<file path="src/rtl/mux_pipe_pkg.sv">
// Shared constants and FSM state encoding for the mux_pipe channel selector.
package mux_pipe_pkg;

  localparam int DEFAULT_WIDTH  = 32;
  localparam int DEFAULT_NUM_IN = 4;

  typedef enum logic [1:0] {
    EMPTY = 2'd0,
    ONE   = 2'd1,
    FULL  = 2'd2
  } state_e;

endpackage

</file>
<file path="src/rtl/mux_pipe_mux_n.sv">
// Combinational N:1 channel selector built as a one-hot AND-OR tree.
// Out-of-range selects fall back to channel 0 and are flagged on sel_oor.
module mux_n #(
  parameter int WIDTH  = 32,
  parameter int NUM_IN = 4,
  parameter int SEL_W  = (NUM_IN > 1) ? $clog2(NUM_IN) : 1
) (
  input  logic [NUM_IN*WIDTH-1:0] in_data,
  input  logic [SEL_W-1:0]        sel,
  output logic [WIDTH-1:0]        out_data,
  output logic                    sel_oor
);

  localparam logic [SEL_W:0] NUM_IN_C = (SEL_W+1)'(NUM_IN);

  logic [NUM_IN-1:0] hit_s;

  // Range check on the select, widened by one bit so NUM_IN itself is representable.
  always_comb begin
    sel_oor = ({1'b0, sel} >= NUM_IN_C);
  end

  // One-hot decode; channel 0 also absorbs out-of-range selects.
  always_comb begin
    hit_s = {NUM_IN{1'b0}};
    for (int k = 0; k < NUM_IN; k++) begin
      hit_s[k] = (sel == SEL_W'(k));
    end
    hit_s[0] = hit_s[0] | sel_oor;
  end

  // AND-OR merge of the decoded channel words.
  always_comb begin
    out_data = {WIDTH{1'b0}};
    for (int k = 0; k < NUM_IN; k++) begin
      out_data = out_data | ({WIDTH{hit_s[k]}} & in_data[k*WIDTH +: WIDTH]);
    end
  end

endmodule

</file>
<file path="src/rtl/mux_pipe.sv">
// Registered N:1 channel selector with a two-entry skid buffer (main, skid).
// Optional feature macro: MUX_PIPE_SELERR_EN (out-of-range select -> word 0 + sticky sel_err).
module mux_pipe
  import mux_pipe_pkg::*;
#(
  parameter int WIDTH  = DEFAULT_WIDTH,
  parameter int NUM_IN = DEFAULT_NUM_IN,
  parameter int SEL_W  = (NUM_IN > 1) ? $clog2(NUM_IN) : 1
) (
  input  logic                    clk,
  input  logic                    rst_n,
  input  logic [NUM_IN*WIDTH-1:0] in_data,
  input  logic [SEL_W-1:0]        in_sel,
  input  logic                    in_valid,
  output logic                    in_ready,
  output logic [WIDTH-1:0]        out_data,
  output logic                    out_valid,
  input  logic                    out_ready,
  output logic                    sel_err,
  input  logic                    err_clr
);

  state_e             state_r;
  state_e             state_s;
  logic [WIDTH-1:0]   main_r;
  logic [WIDTH-1:0]   skid_r;
  logic               in_ready_r;
  logic               out_valid_r;
  logic               sel_err_r;

  logic [WIDTH-1:0]   mux_word_s;
  logic [WIDTH-1:0]   word_s;
  logic               sel_oor_s;
  logic               accept_s;
  logic               emit_s;
  logic               load_main_new_s;
  logic               load_main_skid_s;
  logic               load_skid_s;

  mux_n #(
    .WIDTH  (WIDTH),
    .NUM_IN (NUM_IN),
    .SEL_W  (SEL_W)
  ) u_mux (
    .in_data  (in_data),
    .sel      (in_sel),
    .out_data (mux_word_s),
    .sel_oor  (sel_oor_s)
  );

  assign accept_s  = in_valid & in_ready_r;
  assign emit_s    = out_valid_r & out_ready;
  assign in_ready  = in_ready_r;
  assign out_valid = out_valid_r;
  assign out_data  = main_r;
  assign sel_err   = sel_err_r;

`ifdef MUX_PIPE_SELERR_EN
  // Out-of-range selects store a zero word instead of channel 0.
  always_comb begin
    word_s = mux_word_s;
    if (sel_oor_s) begin
      word_s = {WIDTH{1'b0}};
    end else begin
      word_s = mux_word_s;
    end
  end

  // Sticky error flag; a new error on the acceptance edge beats err_clr.
  always_ff @(posedge clk or negedge rst_n) begin
    if (!rst_n) begin
      sel_err_r <= 1'b0;
    end else if (accept_s && sel_oor_s) begin
      sel_err_r <= 1'b1;
    end else if (err_clr) begin
      sel_err_r <= 1'b0;
    end
  end
`else
  logic unused_s;

  // Without the error feature the mux fallback (channel 0) is stored as-is.
  always_comb begin
    word_s = mux_word_s;
  end

  assign unused_s = err_clr ^ sel_oor_s;

  // Error flag is permanently clear in this build.
  always_ff @(posedge clk or negedge rst_n) begin
    if (!rst_n) begin
      sel_err_r <= 1'b0;
    end else begin
      sel_err_r <= 1'b0;
    end
  end
`endif

  // Next-state and buffer load decisions for the skid buffer.
  always_comb begin
    state_s          = state_r;
    load_main_new_s  = 1'b0;
    load_main_skid_s = 1'b0;
    load_skid_s      = 1'b0;
    case (state_r)
      EMPTY: begin
        if (accept_s) begin
          state_s         = ONE;
          load_main_new_s = 1'b1;
        end else begin
          state_s = EMPTY;
        end
      end
      ONE: begin
        if (accept_s && emit_s) begin
          state_s         = ONE;
          load_main_new_s = 1'b1;
        end else if (accept_s) begin
          state_s     = FULL;
          load_skid_s = 1'b1;
        end else if (emit_s) begin
          state_s = EMPTY;
        end else begin
          state_s = ONE;
        end
      end
      FULL: begin
        if (emit_s) begin
          state_s          = ONE;
          load_main_skid_s = 1'b1;
        end else begin
          state_s = FULL;
        end
      end
      default: begin
        state_s = EMPTY;
      end
    endcase
  end

  // State plus the handshake flags, all derived from the next state so they stay register-only.
  always_ff @(posedge clk or negedge rst_n) begin
    if (!rst_n) begin
      state_r     <= EMPTY;
      in_ready_r  <= 1'b0;
      out_valid_r <= 1'b0;
    end else begin
      state_r     <= state_s;
      in_ready_r  <= (state_s != FULL);
      out_valid_r <= (state_s != EMPTY);
    end
  end

  // Main holds the word on out_data; it only changes on an empty load or an emit.
  always_ff @(posedge clk or negedge rst_n) begin
    if (!rst_n) begin
      main_r <= {WIDTH{1'b0}};
    end else if (load_main_new_s) begin
      main_r <= word_s;
    end else if (load_main_skid_s) begin
      main_r <= skid_r;
    end
  end

  // Skid catches the word accepted while main is stalled.
  always_ff @(posedge clk or negedge rst_n) begin
    if (!rst_n) begin
      skid_r <= {WIDTH{1'b0}};
    end else if (load_skid_s) begin
      skid_r <= word_s;
    end
  end

endmodule

</file>
<file path="config.mk">
export PLATFORM = sky130hd
export DESIGN_NAME = mux_pipe
export DESIGN_NICKNAME = d
export VERILOG_FILES = /design/src/rtl/mux_pipe_pkg.sv /design/src/rtl/mux_pipe_mux_n.sv /design/src/rtl/mux_pipe.sv
export SDC_FILE = /design/constraint.sdc
export NUM_CORES = 1
export LEC_CHECK = 0
export BUFFER_PORTS_ARGS = -buffer_cell sky130_fd_sc_hd__buf_2
export CAP_MARGIN = 20
export CORE_MARGIN = 2
export CORE_UTILIZATION = 35
export DETAILED_ROUTE_END_ITERATION = 8
export HOLD_SLACK_MARGIN = 0.1
export MAX_ROUTING_LAYER = met4
export PLACE_DENSITY_LB_ADDON = 0.2
export SLEW_MARGIN = 20
export SYNTH_ARGS = -nofsm -noshare
export SYNTH_HDL_FRONTEND = slang
export SYNTH_HIERARCHICAL = 1
export SYNTH_SLANG_ARGS = --single-unit
</file>
<file path="constraint.sdc">
create_clock -name clk -period 4.6 [get_ports clk]
set_clock_uncertainty 0.1 [all_clocks]
set_input_delay 0.23 -clock clk [delete_from_list [all_inputs] [get_ports clk]]
set_output_delay 0.23 -clock clk [all_outputs]
set_load 0.02 [all_outputs]
</file>
==> impl_summary.md, run 1 <==
Placement
The number of buffers added on ports is between 150 and 200. Routability-driven placement finished with a final weighted congestion of around 0.69. The cell count after placement is around 530. After detailed placement, the total cell area comes to 4801 sq um. OpenSTA, run right after detailed placement, puts the worst setup slack at between 2000 and 2500 ps.

The sum of net half-perimeters after detailed placement is ~6000 um.

Floorplanning
Row generation in the floorplan step produced 38 rows. The die extent in y is between 100 and 150 um. The die outline width is between 100 and 150 um.

For this configuration, the core starts out at a cell density of a little over a third. The number of placed I/O pins is between 150 and 200. In this run the standard cell core region covers around 11000 sq um. The floorplan step defined a die boundary enclosing between 10000 and 15000 sq um.

Clocking
The H-tree was split into 3 levels. Buffers inserted during clock tree synthesis total 9. The clock root buffer master is sky130_fd_sc_hd__clkbuf_16. Once the clock tree was built, the resizer swapped 0 gates to a different size.

The register clock-pin slew on the reported worst setup and hold paths is ~50 ps. The clock sink total is 68. The clock passes through at most 2 buffers. The CTS tree is yes.

Clock latency on the worst-skew pair, taken at its later pin, is between 300 and 400 ps.

Worst setup path
At the worst endpoint, the required time is ~4700 ps. The worst setup slack for register-to-register paths is ~2300 ps. The signal on the critical path passes through nand4b_4 -> mux2_4 -> mux2_2. The master of the slowest instance on the critical path is sky130_fd_sc_hd__nand4b_4. The worst path arrival time is around 2400 ps. The critical path class is register to register. The kind of start point of the critical path is a register. The critical path contains buffers and inverters numbering 0 combined. The largest single stage delay on the critical path is roughly 800 ps.

The critical-path maximum fanout is 32. On the critical path the largest part of the delay comes from multiplexers. The endpoint class of the critical path is a register.

Final layout
The sequential standard cell area is roughly 1700 sq um. The finished layout holds about 540 standard cells, fillers aside. Summing all non-filler instances in the final layout gives an area of between 5000 and 6000 sq um. The top cell types in the final layout, fill and taps aside, are sky130_fd_sc_hd__buf_2 (165), sky130_fd_sc_hd__dfrtp_1 (68), sky130_fd_sc_hd__mux2_2 (65).

The area added between synthesis and finish is 30.12%. Summing all multi-input logic gate instances after layout gives 2078 sq um. The post-route netlist has between 70 and 80% of its cells at a drive strength greater than 1. The final net count is between 500 and 600. The filler cell count is approximately 1000. The commonest non-fill, non-tap cell in the layout is sky130_fd_sc_hd__buf_2.

Timing
The final critical path takes up 50.03% of the cycle. Setup violations remaining at the end of the flow were counted as 0. The final critical-path setup slack is approximately 2300 ps. The minimum clock period after layout is between 2000 and 2500 ps. After routing, the total negative slack on setup checks comes to 0 ps. Based on the critical path, the design can be clocked at up to roughly 0.43 GHz.

The number of max-slew violations in the final report is 0. The worst slew slack as a fraction of its limit is about 40%. The final number of hold-violating endpoints came to 0. Hold is met by around 250 ps.

The pin slew with the least headroom to its limit is between 800 and 900 ps. Setup repair after global routing left no endpoint under its margin.

Detailed routing
The total number of vias is around 2700. Dividing the detail-routed wire length by the instance count gives around 16 um. The count of routing violations after the opening detailed-route iteration is 59.

In this run the remaining antenna-violating nets after routing total 0. The number of detailed-routing iterations run before antenna repair is 4. The wire length reported by the detailed router is just under 9000 um. In the routed layout, each cell is associated on average with a via count of 4.925. For this run, design rule violations remaining after detail routing come to 0.

GRT
The number of antenna violations at the first check in global routing is 3. The via count of the first global-routing pass came to ~2700. The pin count of the biggest net entering global routing is 69. For this run the aggregate overflow at the end of global routing stands at 0. For this run, the total global-route usage over all layers was measured as between 10% and 20%. The wire length of the first global-routing pass is roughly 13000 um.

Power and ir drop
VDD sags by at most around 250 uV. In this run the power density over the cells is 614.0 nW/um^2. The leakage power of the design is between 2 and 2.5 nW.

Status
The run finished with clean final reports.

Yosys
The mean instance size in the synthesized netlist is around 17 sq um. The summed instance area of the synthesized netlist is roughly 4000 sq um. Synthesis produced a netlist with a net count of 374. After technology mapping, the gate count stands at about 240. The total of warnings raised by yosys is 6.

Min path
The worst min-delay path class is primary input to register.

Run
The number of max-capacitance violations reported is 0.
[state kept, by name, summed over array words and instances, names as in the netlist]
name,count
out_data,32
in_ready,1
skid_r,32
state_r,2
out_valid,1
[stage by stage]
step	total power, mW	utilization (%)
after floorplan	2.096	-
after global placement	2.405	43.90
after detailed placement	2.449	43.90
after CTS	3.214	46.97
after global routing	3.368	47.06
final	3.160	47.06
[tightest hold or removal path, stage by stage]
cell and delay, ps:
sky130_fd_sc_hd__buf_2 110, sky130_fd_sc_hd__nand2_1 80, sky130_fd_sc_hd__mux2_2 140, sky130_fd_sc_hd__o21ai_0 70
[path summary, 6_finish.rpt]
check / depth (start not counted) / start / end
max: 3 / state_r[0] / out_data[2]
min: 4 / in_valid / state_r[0]
max reg2reg: 3 / state_r[0] / out_data[2]
min reg2reg: 1 / skid_r[0] / skid_r[0]
max in group asynchronous: 2 / rst_n / out_data[6]
min in group asynchronous: 2 / rst_n / out_valid
[power breakdown]
part           internal, mW  switching (mW)
clock network         0.500           0.246
registers             0.910           0.160
logic                 0.770           0.574
total                  2.18           0.980
[per-layer routing]
layer / share of wire, % / wire length, um / GRT usage (%)
met5: 0 / 0 / -
met1: 40 / 3484 / 17.16
met2: 50 / 4437 / 25.46
met3: 9.0 / 787 / 5.526
met4: 0.92 / 81 / 4.018
[repair_timing]
action / in CTS / in global routing
hold buffers: 1 / 0
buffers inserted: 0 / 0
endpoints found under the hold margin: 68 / 0
[final cells by class]
type	instances	share of cell area [%]
multi-input cells	148	40.38
flip-flops and latches	68	33.07
repair buffers	168	16.53
clock buffers	11	4.911
well taps	140	3.404
clock inverters	4	1.410
inverters	2	0.1459
diodes	3	0.1459
Note: power is estimated with default switching activity, not from simulation.
==> inputs of run 2 (changes only) <==
--- a/config.mk
+++ b/config.mk
@@ -5,6 +5,7 @@
 export SDC_FILE = /design/constraint.sdc
 export NUM_CORES = 1
 export LEC_CHECK = 0
+export ABC_AREA = 1
 export BUFFER_PORTS_ARGS = -buffer_cell sky130_fd_sc_hd__buf_2
 export CAP_MARGIN = 20
 export CORE_MARGIN = 2
==> constraint.sdc (replaced) <==
create_clock -name clk -period 2.27 [get_ports clk]
set_clock_uncertainty 0.1 [all_clocks]
set_input_delay 0.1135 -clock clk [delete_from_list [all_inputs] [get_ports clk]]
set_output_delay 0.1135 -clock clk [all_outputs]
set_load 0.02 [all_outputs]
==> impl_summary.md, run 2 <==
Floorplanning
The initial utilization of the core area, before any placement, comes to a little over a third. The die extent in y is between 100 and 150 um. The die outline width is around 120 um. The number of standard-cell rows in the floorplan is 40. The number of placed I/O pins is 170. The floorplan step defined a die boundary enclosing about 13000 sq um. The floorplan step defined a core boundary enclosing approximately 12000 sq um.

Worst setup path
The endpoint of the lowest-slack register-to-register path is skid_r[24]. In this run the worst path has a maximum fanout of 28. The worst setup path is captured at a register. The endpoint required time on the critical path is roughly 2400 ps. The worst setup path is launched from a primary input.

The logic depth of the worst register-to-register path is 7. The startpoint identified for the worst register-to-register timing path is in_ready. Data arrives at the worst endpoint at about 2000 ps.

The worst setup slack for register-to-register paths is roughly 460 ps. The worst setup path is of the primary input to register kind.

Clocking
After clock tree synthesis, the repair step resized 0 gates. The H-tree was split into 3 levels. No sink is reached through more buffers than the 2 on the longest clock path.

The clock root buffer master is sky130_fd_sc_hd__clkbuf_16. The CTS tree is yes. At the later pin of the worst-skew pair, clock insertion delay measures between 300 and 400 ps. The CTS buffer count is 9. CTS saw 68 sinks. After clock tree synthesis, the clock-pin slew on the worst setup and hold paths is 50 ps.

Yosys
The number of nets handed over by synthesis was 789. The number of cells produced by synthesis is ~650. The summed instance area of the synthesized netlist is 4322 sq um.

In this run the mean area of a mapped cell was 6.628 sq um. During synthesis, Yosys emitted a total of 6 warnings.

Power and ir drop
The power density over the cells is just over 1000 nW/um^2. The worst supply voltage drop on vdd is 440.6 uV. The power after layout is around 5.6 mW. The leakage power of the design is 3.206 nW.

GRT
The global-route usage over all layers is between 15 and 20%. The number of antenna violations at the first check in global routing is 0. After global routing the overflow that remains totals 0. The pin count of the biggest net entering global routing is between 60 and 70.

The wire length of the first global-routing pass is ~19000 um. The via count of the first global-routing pass is between 4000 and 5000.

Timing
The worst slew slack as a fraction of its limit is a little over half. Setup repair after global routing left no endpoint under its margin. The final number of hold-violating endpoints is 0. The pin slew with the least headroom to its limit is just under 700 ps.

Setup total negative slack on the finished layout was measured at 0 ps. The number of max-slew violations in the final report is 0. Setup violations remaining at the end of the flow were counted as 0. In the finished design, the share of the clock period the worst path needs comes to 81.48%. The minimum clock period after layout is ~1800 ps.

The highest clock frequency the design can meet is between 0.5 and 0.6 GHz.

Placement
Input and output buffers added on the ports amount to between 150 and 200. The final weighted congestion in routability-driven placement is just under 0.8. The sum of net half-perimeters after detailed placement is 8770 um.

Final layout
The ratio of cells with drive above 1 in the final layout is about a quarter. 0 antenna diodes ended up in the layout. The multi-input combinational cells in the finished layout cover a total of 1959 sq um. The area growth from synthesis to layout is 27.27%. The final net count is between 900 and 1000. Counting the fill cells in the layout gives ~1200. The commonest non-fill, non-tap cell in the layout is sky130_fd_sc_hd__nand2_1. In the final layout, flip-flops and latches occupy around 1700 sq um.

In the layout the commonest cells are sky130_fd_sc_hd__nand2_1 (229), sky130_fd_sc_hd__buf_2 (167), sky130_fd_sc_hd__nand3_1 (131).

Detailed routing
The first TritonRoute pass finished after 5 iterations. The wire length per cell after detailed routing is between 10 and 15 um. The via-per-instance ratio is between 4 and 5. The DRC violation count after routing is 0. Once detail routing completed, the nets flagged for antenna violations numbered 0. The count of routing violations after the opening detailed-route iteration is about 240. After detailed routing, the total wire length is roughly 12000 um.

Summing over every cut layer, the via total after detailed routing is approximately 4400.

Status
The run finished with clean final reports.

Min path
The path with the worst hold slack has its endpoint at out_data[14]. The worst hold path belongs to the class primary input to register. In this run the most critical hold path is launched from in_data[14].

The worst hold path was traced through 7 stages.

Run
Across the run, the number of max-cap violations was 0.
-- run 2: metal layers --
layer	wire, um	vias to the layer above	GRT usage (%)	share of wire, %
met5	0	-	-	0
met4	134	0	6.265	1.1
met3	918	8	2.688	7.6
met2	5224	166	28.59	43
met1	5816	1913	27.29	48
li1	-	2348	-	-
-- run 2: worst max-delay path: stages --
cell and delay [ps]:
sky130_fd_sc_hd__dlygate4sd3_1 530, sky130_fd_sc_hd__buf_2 120, sky130_fd_sc_hd__nand2_1 100, sky130_fd_sc_hd__ha_1 180
sky130_fd_sc_hd__nand3_2 370, sky130_fd_sc_hd__buf_4 390, sky130_fd_sc_hd__nand2_1 100, sky130_fd_sc_hd__o21ai_1 60
-- run 2: timing repair --
| action | in CTS | in global routing |
|---|---|---|
| endpoints found under the setup margin | 0 | 0 |
| buffers inserted | 0 | 0 |
| endpoints found under the hold margin | 28 | 0 |
| hold buffers | 2 | 0 |
-- run 2: how the worst max path moves through the flow --
stage / from / endpoint / slack (ps) / cells past startpoint
after floorplan: out_valid / out_data[10] / 710 / 7
after global placement: out_valid / out_data[18] / 490 / 7
after detailed placement: in_ready / skid_r[24] / 460 / 7
after CTS: out_ready / skid_r[24] / 420 / 8
after global routing: out_ready / skid_r[1] / 250 / 8
final: out_ready / skid_r[24] / 420 / 8
-- run 2: power breakdown --
part / switching (mW) / internal, mW / leakage [nW]
combinational: 1.43 / 0.775 / 2.21
sequential: 0.291 / 1.75 / 0.859
clock: 0.471 / 0.872 / 0.140
-- run 2: final cells by class --
| cell class | instances | area share [%] |
|---|---|---|
| well taps | 147 | 3.344 |
| repair buffers | 181 | 17.88 |
| clock buffers | 13 | 4.550 |
| inverters | 103 | 7.029 |
| flip-flops and latches | 68 | 30.94 |
| clock inverters | 2 | 0.6369 |
| multi-input cells | 435 | 35.62 |
-- run 2: per-stage QoR --
| stage | instances | area [sq um] | setup slack [ps] | util (%) | hold slack [ps] |
|---|---|---|---|---|---|
| floorplan | 652 | 4322 | 711.7 | - | -282.1 |
| global placement | 932 | 5195 | 490.5 | 43.25 | 75.39 |
| detailed placement | 932 | 5195 | 460.5 | 43.25 | 71.26 |
| CTS | 949 | 5500 | 417.0 | 45.79 | 102.4 |
| global route | 949 | 5500 | 250.1 | 45.79 | 156.0 |
| finish | 949 | 5500 | 420.5 | 45.79 | 111.1 |
==> inputs of run 3 (changes only) <==
--- a/config.mk
+++ b/config.mk
@@ -5,7 +5,7 @@
 export SDC_FILE = /design/constraint.sdc
 export NUM_CORES = 1
 export LEC_CHECK = 0
-export ABC_AREA = 1
+export ABC_AREA = 0
 export BUFFER_PORTS_ARGS = -buffer_cell sky130_fd_sc_hd__buf_2
 export CAP_MARGIN = 20
 export CORE_MARGIN = 2
==> constraint.sdc (replaced) <==
create_clock -name clk -period 1.6 [get_ports clk]
set_clock_uncertainty 0.1 [all_clocks]
set_input_delay 0.08 -clock clk [delete_from_list [all_inputs] [get_ports clk]]
set_output_delay 0.08 -clock clk [all_outputs]
set_load 0.02 [all_outputs]
==> impl_summary.md, run 3 (same netlist as run 1, synthesis figures left out) <==
Worst setup path
The critical path class is register to register. Measured in cells, the most critical reg-to-reg path has a length of 7. Data arrives at the worst endpoint at 1770 ps. The master of the slowest instance on the critical path is sky130_fd_sc_hd__dfrtp_2.

The endpoint required time on the critical path is approximately 1700 ps. The worst setup path is captured at a register. The cell family contributing the most delay on the critical path is flip-flops.

Across all register-to-register paths, the minimum setup slack is -60 ps. The worst register-to-register path ends at out_data[1]. The signal on the critical path passes through nand2_4 -> inv_2 -> ha_4 -> nand2_2 -> a21o_4 -> buf_16 -> mux2_2.

The critical path contains buffers and inverters numbering 2 combined. The critical-path maximum fanout is 11. The reg-to-reg critical path startpoint is out_valid. The number of logic stages on the critical path including buffering is 7. The kind of start point of the critical path is a register.

The largest single stage delay on the critical path is about 440 ps.

Detailed routing
Dividing the detail-routed wire length by the instance count gives 16.25 um. The count of routing violations after the opening detailed-route iteration is 73. In the routed layout, each cell is associated on average with a via count of between 4 and 5. Summing over every cut layer, the via total after detailed routing is approximately 2800. For this run, design rule violations remaining after detail routing come to 0. The remaining antenna violation count after routing is 0. The number of detailed-routing iterations run before antenna repair is 3. For this block, the routed nets add up to approximately 9200 um of wire.

Power and ir drop
Net switching is 31.16% of the power. The net load switching power is roughly 3.1 mW. The portion of total power attributed to sequential cells is around a third.

In this run, the combinational gates consume a little under half of the power. The analysis attributes to cell leakage a power of 2.754 nW. The internal power component is ~6.8 mW. For this design the ratio of total power to cell area is about 1800 nW/um^2.

The worst-case IR drop observed on VDD is slightly below 700 uV. Of the total power, the clock network draws between 20% and 30%.

Final layout
The finished layout holds roughly 570 standard cells, fillers aside. The area occupied by multi-input gates is between 2000 and 2500 sq um. Cells with a size suffix above 1 make up approximately 80% of the layout. The filler cell count is 942. Cells fill between 50% and 60% of the core in the end. The sequential standard cell area is 1704 sq um. The final net count is between 500 and 600. Leaving out fill and tap cells, the most frequent cell in the layout is sky130_fd_sc_hd__buf_2. Relative to the synthesized area, the layout overhead comes to 41.66%. The library cells used most frequently in the layout, excluding fill and tap cells, are sky130_fd_sc_hd__buf_2 (166), sky130_fd_sc_hd__dfrtp_1 (66), sky130_fd_sc_hd__mux2_2 (51).

Placement
Timing analysis after detailed placement gives a worst setup slack of -107.1 ps. After legalization and detailed placement, the total HPWL measured 6910 um. Buffers placed on the I/O ports in this run total between 150 and 200. The final weighted congestion in routability-driven placement is roughly 0.69. Once placement completed, the tool counted placed cells totaling 545.

Floorplanning
The number of standard-cell rows in the floorplan is 38. The die covers approximately 12000 sq um. The number of placed I/O pins is 170. The initial core utilization is a little over a third. The die outline width is about 110 um.

In this run the vertical extent of the chip is 110.3 um. The area of the core is 10940 sq um.

Clocking
The clock passes through at most 2 buffers. The CTS tree is yes. The clock root buffer master is sky130_fd_sc_hd__clkbuf_16. The clock reaches the later pin of the worst-skew pair after ~320 ps. The register clock-pin slew on the reported worst setup and hold paths is 50 ps. The clock sink total is 68. In this run the number of H-tree levels came out at 3. The CTS buffer count is 9.

Min path
The worst hold path passes through 3 cells. The worst min-delay path class is primary input to register. The worst hold path startpoint is in_data[65].

For hold timing, the worst endpoint is skid_r[1].

Timing
In this run the tightest slew margin relative to its limit is a little over three fifths. Setup repair after global routing could not meet its margin everywhere. The number of max-slew violations in the final report is 0.

The final number of setup-violating endpoints is 64. After layout, the minimum clock period comes to around 1700 ps. The final clock period utilization by the worst path is 103.9%. Across all setup checks in the final design, the least slack found is -62.70 ps. Derived from the worst setup path, the maximum achievable clock frequency is around 0.60 GHz. For the final routed database, the setup TNS stands at -2276 ps. The final number of hold-violating endpoints is 0. At the pin with the least slew margin, the transition time is 558.2 ps.

Status
The final reports fail on negative setup slack. The flow ran to the end, but the final reports show violations.

GRT
The wire length of the first global-routing pass is about 14000 um. In the global route stage, overall resource usage came out at between 10% and 20%. The global-route congestion overflow total is 0. The via count of the first global-routing pass is roughly 2800. Entering global routing, the biggest net connects 36 pins. The number of antenna violations at the first check in global routing is 2.

Run
The number of max-capacitance violations reported is 0.
run 3: cell count changes in the layout (fill, tap and decap cells not counted), sizes merged, moves of 3 or more:
cell,change
nand2,-226
clkbuf,-3
nor2,-3
o21ai,-31
clkinvlp,+3
mux2,+97
nand3,-133
inv,-101
mux4,+32
buf,+10
nand4,-32
run 3: timing repair:
| action | 4_1_cts | 5_1_grt |
|---|---|---|
| pin swaps | 1 | 0 |
| buffers inserted | 0 | 0 |
| endpoints found under the setup margin | 62 | 65 |
| hold buffers | 3 | 0 |
| cloned | 2 | 0 |
| endpoints found under the hold margin | 69 | 0 |
| resized for setup | 12 | 4 |
run 3: how the worst max path moves through the flow:
stage,from,to,slack (ps)
2_1_floorplan,out_valid,out_data[11],-120
3_3_place_gp,out_valid,out_data[18],-80
3_5_place_dp,out_valid,out_data[13],-110
4_1_cts,out_valid,out_data[21],-70
5_1_grt,out_valid,out_data[7],-110
6_report,out_valid,out_data[1],-60
run 3: cell type report:
cell class,instances,area share [%]
Antenna cell,2,0.08933
Clock buffer,10,4.265
Clock inverter,6,1.563
Inverter,2,0.1340
Multi-Input combinational cell,148,38.68
Sequential cell,68,30.42
Tap cell,140,3.126
Timing Repair Buffer,192,21.73
run 3: worst reg2reg max path, stage by stage, from the launching register on:
cell and delay (ps):
sky130_fd_sc_hd__dfrtp_2 440, sky130_fd_sc_hd__nand2_4 90, sky130_fd_sc_hd__inv_2 40, sky130_fd_sc_hd__ha_4 140
sky130_fd_sc_hd__nand2_2 60, sky130_fd_sc_hd__a21o_4 170, sky130_fd_sc_hd__buf_16 160, sky130_fd_sc_hd__mux2_2 340
run 3: stage by stage:
| step | power, mW | hold slack (ps) | instance area (sq um) |
|---|---|---|---|
| 6_report | 9.830 | 128.2 | 5603 |
| 5_1_grt | 10.42 | 112.2 | 5603 |
| 4_1_cts | 9.926 | 110.6 | 5587 |
| 3_5_place_dp | 7.490 | -152.5 | 5134 |
| 3_3_place_gp | 7.332 | -147.1 | 5134 |
| 2_1_floorplan | 6.265 | -315.6 | 4050 |
run 3: power groups by stage:
| stage | registers, mW | logic, mW | clock network, mW |
|---|---|---|---|
| 2_1_floorplan | 3.58 | 2.68 | 0 |
| 4_1_cts | 3.11 | 4.64 | 2.18 |
| 5_1_grt | 3.21 | 4.93 | 2.28 |
| 6_report | 3.09 | 4.62 | 2.12 |
| 3_5_place_dp | 3.13 | 4.36 | 0 |
| 3_3_place_gp | 3.08 | 4.25 | 0 |
run 3: metal layers:
| metal | up-vias | part of all wire, % | track usage (%) |
|---|---|---|---|
| li1 | 1285 | - | - |
| met1 | 1379 | 41 | 18.76 |
| met2 | 107 | 50 | 27.34 |
| met3 | 8 | 7.2 | 3.410 |
| met4 | 0 | 1.7 | 5.536 |
| met5 | - | 0 | - |
